===== config.mk =====
export PLATFORM = sky130hd
export DESIGN_NAME = run_ctrl_flat
export DESIGN_NICKNAME = d
export VERILOG_FILES = /design/src/rtl/run_ctrl_pkg.sv /design/src/rtl/run_ctrl_if.sv /design/src/rtl/run_ctrl_rst_stagger.sv /design/src/rtl/run_ctrl.sv /design/src/flat_wrapper.sv
export SDC_FILE = /design/constraint.sdc
export NUM_CORES = 1
export LEC_CHECK = 0
export CORE_UTILIZATION = 35
export CTS_CLUSTER_SIZE = 16
export DETAILED_ROUTE_END_ITERATION = 12
export PLACE_DENSITY_LB_ADDON = 0.3
export SYNTH_ARGS = -nofsm -noshare
export SYNTH_HDL_FRONTEND = slang
export SYNTH_SLANG_ARGS = --single-unit

===== constraint.sdc =====
create_clock -name clk_in -period 5.79 [get_ports clk_in]
set_clock_uncertainty 0.15 [all_clocks]
set_input_delay 0.579 -clock clk_in [delete_from_list [all_inputs] [get_ports clk_in]]
set_output_delay 0.579 -clock clk_in [all_outputs]
set_load 0.02 [all_outputs]

===== src/rtl/run_ctrl_pkg.sv =====
// run_ctrl_pkg: state encodings, default timing constants and sizing helper for run_ctrl
package run_ctrl_pkg;
  typedef enum logic [1:0] {ST_RESET = 2'd0, ST_RUN = 2'd1, ST_DONE = 2'd2} state_t;
  localparam int RST_CYCLES_DEF = 25;
  localparam int MAX_CYCLES_DEF = 1000;
  function automatic int seq_w(input int rst_cycles, input int n_ch, input int stagger);
    return $clog2(rst_cycles + (n_ch - 1) * stagger + 1);
  endfunction
endpackage


===== src/rtl/run_ctrl_if.sv =====
// run_ctrl_if: run-control handshake and status bundle between the system top and run_ctrl
interface run_ctrl_if #(
  parameter int N_CH  = 2,
  parameter int CNT_W = 32
);
  logic             pause_in;
  logic             halt_in;
  logic             restart_in;
  logic [N_CH-1:0]  core_rst_out;
  logic             running_out;
  logic             done_out;
  logic             halted_out;
  logic             timeout_out;
  logic [CNT_W-1:0] cycle_cnt_out;
  modport master (
    output pause_in, halt_in, restart_in,
    input  core_rst_out, running_out, done_out, halted_out, timeout_out, cycle_cnt_out
  );
  modport slave (
    input  pause_in, halt_in, restart_in,
    output core_rst_out, running_out, done_out, halted_out, timeout_out, cycle_cnt_out
  );
endinterface


===== src/rtl/run_ctrl_rst_stagger.sv =====
// rst_stagger: per-channel release comparators on the reset sequence count
module rst_stagger #(
  parameter int N_CH        = 2,
  parameter int RST_CYCLES  = 25,
  parameter int RST_STAGGER = 0,
  parameter int SEQ_W       = 5
) (
  input  logic [SEQ_W-1:0] seq_cnt,
  output logic [N_CH-1:0]  rel
);
  for (genvar i = 0; i < N_CH; i++) begin : g_ch
    assign rel[i] = int'(seq_cnt) >= RST_CYCLES + i * RST_STAGGER;
  end
endmodule


===== src/rtl/run_ctrl.sv =====
// run_ctrl: staggered reset release followed by a pausable, budgeted run counter with restart
module run_ctrl
  import run_ctrl_pkg::*;
#(
  parameter int N_CH         = 2,
  parameter int RST_CYCLES   = RST_CYCLES_DEF,
  parameter int RST_STAGGER  = 0,
  parameter int CNT_W        = 32,
  parameter int MAX_CYCLES   = MAX_CYCLES_DEF,
  parameter bit HOLD_ON_DONE = 1'b1
) (
  input logic       clk_in,
  input logic       rst_n_in,
  run_ctrl_if.slave bus
);
  localparam int SEQ_W    = seq_w(RST_CYCLES, N_CH, RST_STAGGER);
  localparam int REL_LAST = RST_CYCLES + (N_CH - 1) * RST_STAGGER;
  if (N_CH < 1 || RST_CYCLES < 1) begin : g_bad_cfg
    $error("run_ctrl: N_CH and RST_CYCLES must be at least 1");
  end
  if (CNT_W < 63 && longint'(MAX_CYCLES) >= (longint'(1) << CNT_W)) begin : g_bad_max
    $error("run_ctrl: MAX_CYCLES does not fit in CNT_W bits");
  end
  state_t           state, state_nxt;
  logic [SEQ_W-1:0] seq_cnt, seq_inc, seq_d;
  logic [N_CH-1:0]  rel, core_d;
  logic [CNT_W-1:0] cnt_inc, cnt_d;
  logic             tmo, halted_d, timeout_d;
  rst_stagger #(
    .N_CH(N_CH), .RST_CYCLES(RST_CYCLES), .RST_STAGGER(RST_STAGGER), .SEQ_W(SEQ_W)
  ) u_stagger (
    .seq_cnt(seq_d),
    .rel    (rel)
  );
  always_ff @(posedge clk_in) begin
    if (!rst_n_in) begin
      state             <= ST_RESET;
      seq_cnt           <= '0;
      bus.core_rst_out  <= '1;
      bus.running_out   <= 1'b0;
      bus.done_out      <= 1'b0;
      bus.halted_out    <= 1'b0;
      bus.timeout_out   <= 1'b0;
      bus.cycle_cnt_out <= '0;
    end else begin
      state             <= state_nxt;
      seq_cnt           <= seq_d;
      bus.core_rst_out  <= core_d;
      bus.running_out   <= state_nxt == ST_RUN;
      bus.done_out      <= state_nxt == ST_DONE;
      bus.halted_out    <= halted_d;
      bus.timeout_out   <= timeout_d;
      bus.cycle_cnt_out <= cnt_d;
    end
  end
  // the counter only saturates when unlimited; a nonzero budget always stops it first
  always_comb begin
    seq_inc   = seq_cnt + SEQ_W'(1);
    cnt_inc   = &bus.cycle_cnt_out ? bus.cycle_cnt_out : bus.cycle_cnt_out + CNT_W'(1);
    tmo       = MAX_CYCLES != 0 && !bus.pause_in && cnt_inc == CNT_W'(MAX_CYCLES);
    state_nxt = state == ST_RESET ? (int'(seq_inc) >= REL_LAST ? ST_RUN : ST_RESET)
              : state == ST_RUN   ? (bus.halt_in || tmo ? ST_DONE : ST_RUN)
              : (bus.restart_in ? ST_RESET : ST_DONE);
  end
  always_comb begin
    seq_d     = state == ST_RESET ? seq_inc : '0;
    core_d    = state_nxt == ST_RESET ? ~rel
              : state_nxt == ST_DONE  ? {N_CH{HOLD_ON_DONE}} : '0;
    cnt_d     = state == ST_RUN  ? (!bus.halt_in && !bus.pause_in ? cnt_inc : bus.cycle_cnt_out)
              : state == ST_DONE ? (bus.restart_in ? '0 : bus.cycle_cnt_out)
              : bus.cycle_cnt_out;
    halted_d  = state == ST_RUN ? bus.halt_in
              : state == ST_DONE && !bus.restart_in && bus.halted_out;
    timeout_d = state == ST_RUN ? !bus.halt_in && tmo
              : state == ST_DONE && !bus.restart_in && bus.timeout_out;
  end
endmodule


===== src/flat_wrapper.sv =====
// flat-port wrapper written by rule: the top's interface ports become plain ports
module run_ctrl_flat import run_ctrl_pkg::*;
#(
  parameter int N_CH         = 2,
  parameter int RST_CYCLES   = RST_CYCLES_DEF,
  parameter int RST_STAGGER  = 0,
  parameter int CNT_W        = 32,
  parameter int MAX_CYCLES   = MAX_CYCLES_DEF,
  parameter bit HOLD_ON_DONE = 1'b1
)
  (clk_in, rst_n_in, bus_pause_in, bus_halt_in, bus_restart_in, bus_core_rst_out, bus_running_out, bus_done_out, bus_halted_out, bus_timeout_out, bus_cycle_cnt_out);
  run_ctrl_if #(.N_CH(N_CH), .CNT_W(CNT_W)) bus_i ();
  input logic clk_in;
  input logic rst_n_in;
  input wire logic [$bits(bus_i.pause_in)-1:0] bus_pause_in;
  input wire logic [$bits(bus_i.halt_in)-1:0] bus_halt_in;
  input wire logic [$bits(bus_i.restart_in)-1:0] bus_restart_in;
  output wire logic [$bits(bus_i.core_rst_out)-1:0] bus_core_rst_out;
  output wire logic [$bits(bus_i.running_out)-1:0] bus_running_out;
  output wire logic [$bits(bus_i.done_out)-1:0] bus_done_out;
  output wire logic [$bits(bus_i.halted_out)-1:0] bus_halted_out;
  output wire logic [$bits(bus_i.timeout_out)-1:0] bus_timeout_out;
  output wire logic [$bits(bus_i.cycle_cnt_out)-1:0] bus_cycle_cnt_out;
  assign bus_i.pause_in = bus_pause_in;
  assign bus_i.halt_in = bus_halt_in;
  assign bus_i.restart_in = bus_restart_in;
  assign bus_core_rst_out = bus_i.core_rst_out;
  assign bus_running_out = bus_i.running_out;
  assign bus_done_out = bus_i.done_out;
  assign bus_halted_out = bus_i.halted_out;
  assign bus_timeout_out = bus_i.timeout_out;
  assign bus_cycle_cnt_out = bus_i.cycle_cnt_out;
  run_ctrl #(.N_CH(N_CH), .RST_CYCLES(RST_CYCLES), .RST_STAGGER(RST_STAGGER), .CNT_W(CNT_W), .MAX_CYCLES(MAX_CYCLES), .HOLD_ON_DONE(HOLD_ON_DONE)) u_core (.clk_in(clk_in), .rst_n_in(rst_n_in), .bus(bus_i));
endmodule

==> flow_metrics.tcl <==
set metrics [dict create \
    yosysWarnings 0 \
    die_height_um 96.9 \
    synth.yosys.seq_area_share 0.279 \
    clkSinkCount 44 \
    grt_max_degree 36 \
    max_slew.worst_pin.slew_ps 1060 \
    cell_type_with_the_highest_aggregate_area_in_the_netlist "sky130_fd_sc_hd__dfxtp_1" \
    cts_setup_buffers 0 \
    grt_remaining_overflow 0 \
    clock_insertion_delay_worst_skew_ps 320 \
    worst_path_dominant_cell_family "simple AND/OR/NAND/NOR gates" \
    worst_slack_ps 2160 \
    grt_pass1_vias 3020 \
    place_ws_ps 2080 \
    detailroute.via_count 3329 \
    global_route_wire_length_before_repair_um 15500 \
    hold_buf_count_cts 0 \
    maximum_clock_rate_mhz 276 \
    num-fill-cells 913 \
    synth_fp_nets 439 \
    power.ir.vdd_worst_uv 64.3 \
    synth_most_common_cell "sky130_fd_sc_hd__nor2_1" \
    worst_setup_path_start_kind "flip-flop" \
    synth.top_cells.by_area "sky130_fd_sc_hd__dfxtp_1 28%, sky130_fd_sc_hd__nor2_1 7.5%, sky130_fd_sc_hd__nand3_1 4.9%" \
    rsz0062_at_grt "false" \
    synthArstFlopShare 0 \
    min_period_ps 3630 \
    portBuffers 42 \
    numCtsBuffers 5 \
    timing.critical_path.cells "ha_1, nand4_1, nor4_2, nand2_1, a211oi_1, o211ai_1, nor4b_1, nand3_1, a31o_1" \
    fin_worst_hold_slack_ps 307 \
    drt_pass_1_iters 5 \
    cp.buffers_inverters 0 \
    total_number_of_nets_in_the_final_design 457 \
    synth_enable_flop_cells 0 \
    postSynthRegisterBits 44 \
    power_density_mw_per_mm2 146 \
    clock_path_buffers 2 \
    synth_top_flop_cell "sky130_fd_sc_hd__dfxtp_1" \
    post-layout-total-power_uw 535 \
    worst_setup_hold_path_clk_slew_ps 100 \
    gate_count_post_synth 431 \
    maxCapViolCount 0 \
    sequential_cell_area_in_the_final_layout_um2 881 \
    run_status "complete, no violations" \
    syn_avg_cell_area_um2 7.31 \
    area_taken_by_multi_input_logic_gates_mm2 0.00207 \
    timing.critical_path.slowest_stage_cell "sky130_fd_sc_hd__nor4_2" \
    ant_nets 0 \
    die-area_mm2 0.00939 \
    core-area_mm2 0.00872 \
    initial_core_util 0.361 \
    ctsHtreeMaxLevel 2 \
    drive_above_1_share 0.0689 \
    final_design_area_excluding_fillers_mm2 0.00367 \
    average_detailed_routed_wire_length_per_instance_um 17.0 \
    setup_violations 0 \
    hpwlAfterDp_um 7000 \
    synth_cell_types 65 \
    final.setup.tns_ps 0 \
    antenna_found_initial 0 \
    fp.dieW_um 96.9 \
    worst_slew_margin_rel 0.292 \
    ctsRootBufferMaster "sky130_fd_sc_hd__clkbuf_8" \
    synth.top_cell.area_share 0.279 \
    ios 43 \
    timing.critical_path.required_ps 5870 \
    critical_path.max_fanout 8 \
    globalRouteTotalUtil 0.202 \
    drt_drc_violations_left 0 \
    arrival_ps 3710 \
    timing.setup.critical_path_class "reg2reg" \
    placement_rows 34 \
    placedInstanceArea_mm2 0.00357 \
    layout_worst_path_cycle_share 0.627 \
    wirelength_um 9490 \
    worst_path_largest_cell_delay_ps 760 \
    synth.cell_area_mm2 0.00315 \
    antenna-diode-count 0 \
    gp_routability_congestion 0.993 \
    cts_repair_resize_count 0 \
    post_drt_via_cell_ratio 5.97 \
    cellLeakagePower_uw 0.00104 \
    timing.critical_path.to_type "flip-flop" \
    dr.first_iter.drc_count 231 \
    timing.hold.worst.class "reg2reg" \
    cts_tree "built" \
    synth_top_cells_by_count "63 x sky130_fd_sc_hd__nor2_1, 44 x sky130_fd_sc_hd__dfxtp_1, 39 x sky130_fd_sc_hd__nand2_1" \
    finalHoldViolCount 0 \
    area_growth_pct 16.4 \
    finalMaxSlewViolations 0 \
]
-- final timing paths --
path,startpoint,cells after the start,slack [ps],end
max reg2reg,u_core.bus.cycle_cnt_out[0],9,2160,u_core.bus.running_out
min,u_core.bus.timeout_out,2,310,u_core.bus.timeout_out
min reg2reg,u_core.bus.timeout_out,2,310,u_core.bus.timeout_out
max,u_core.bus.cycle_cnt_out[0],9,2160,u_core.bus.running_out
-- report_power, final --
| part | internal (µW) | switching (µW) | total, µW |
|---|---|---|---|
| logic | 6.01 | 9.66 | 15.7 |
| registers | 304 | 1.90 | 306 |
| clock network | 88.2 | 125 | 213 |
-- sequential cells by signal, summed over array words and instances (netlist names) --
register and count:
u_core.bus.core_rst_out 1, u_core.bus.cycle_cnt_out 32, u_core.bus.done_out 1, u_core.bus.halted_out 1, u_core.bus.running_out 1, u_core.bus.timeout_out 1
u_core.seq_cnt 5, u_core.state 2
-- worst min-delay path, delay by kind of cell, from the launching register on --
kind               cells  cell delay (ps)
DFF                    1              320
and+or+nand+nor        1               50
AOI/OAI and AO/OA      1               50
-- cells in the final DEF (no fill, tap or decap), types with 4 or more instances in the layout --
cell type	n
sky130_fd_sc_hd__a21oi_1	26
sky130_fd_sc_hd__a22oi_1	4
sky130_fd_sc_hd__a311oi_1	9
sky130_fd_sc_hd__a31oi_1	7
sky130_fd_sc_hd__and2_1	6
sky130_fd_sc_hd__and3_1	6
sky130_fd_sc_hd__clkbuf_8	5
sky130_fd_sc_hd__clkdlybuf4s50_1	42
sky130_fd_sc_hd__dfxtp_1	44
sky130_fd_sc_hd__inv_1	10
sky130_fd_sc_hd__nand2_1	39
sky130_fd_sc_hd__nand3_1	31
sky130_fd_sc_hd__nand4_1	16
sky130_fd_sc_hd__nor2_1	63
sky130_fd_sc_hd__nor3_1	15
sky130_fd_sc_hd__nor4_1	8
sky130_fd_sc_hd__o21ai_0	31
sky130_fd_sc_hd__or3_1	5
sky130_fd_sc_hd__xnor2_1	9
sky130_fd_sc_hd__xor2_1	5
-- per-stage QoR --
stage          std cells  utilization
2_1_floorplan        431            -
3_3_place_gp         550        0.410
3_5_place_dp         550        0.410
4_1_cts              558        0.421
5_1_grt              558        0.421
6_report             558        0.421
-- routing by layer --
metal / global-route usage / share of wire / up-vias
met5: 0 / 0 / -
met4: 0.0723 / 0.019 / 0
met3: 0.0318 / 0.058 / 14
met2: 0.322 / 0.46 / 128
met1: 0.274 / 0.46 / 1559
li1: - / - / 1628
-- final cells by class --
cell class | count | area share
clock inverters | 3 | 0.00682
inverters | 11 | 0.0113
multi-input cells | 342 | 0.565
well taps | 108 | 0.0368
flip-flops and latches | 44 | 0.240
clock buffers | 5 | 0.0188
repair buffers | 45 | 0.121
-- logic make-up (layout without fill, tap and decap cells) --
kind of cell,Yosys count,in the layout,share of synthesized area
muxes,2,2,0.00635
AOI/OAI and AO/OA,106,106,0.237
buffers and inverters,45,64,0.0627
and+or+nand+nor,217,217,0.363
xor gates and xnor gates,14,14,0.0389
DFF,44,44,0.279
adders and majority gates,3,3,0.0119
No activity file was read; power rests on OpenSTA's default activity.
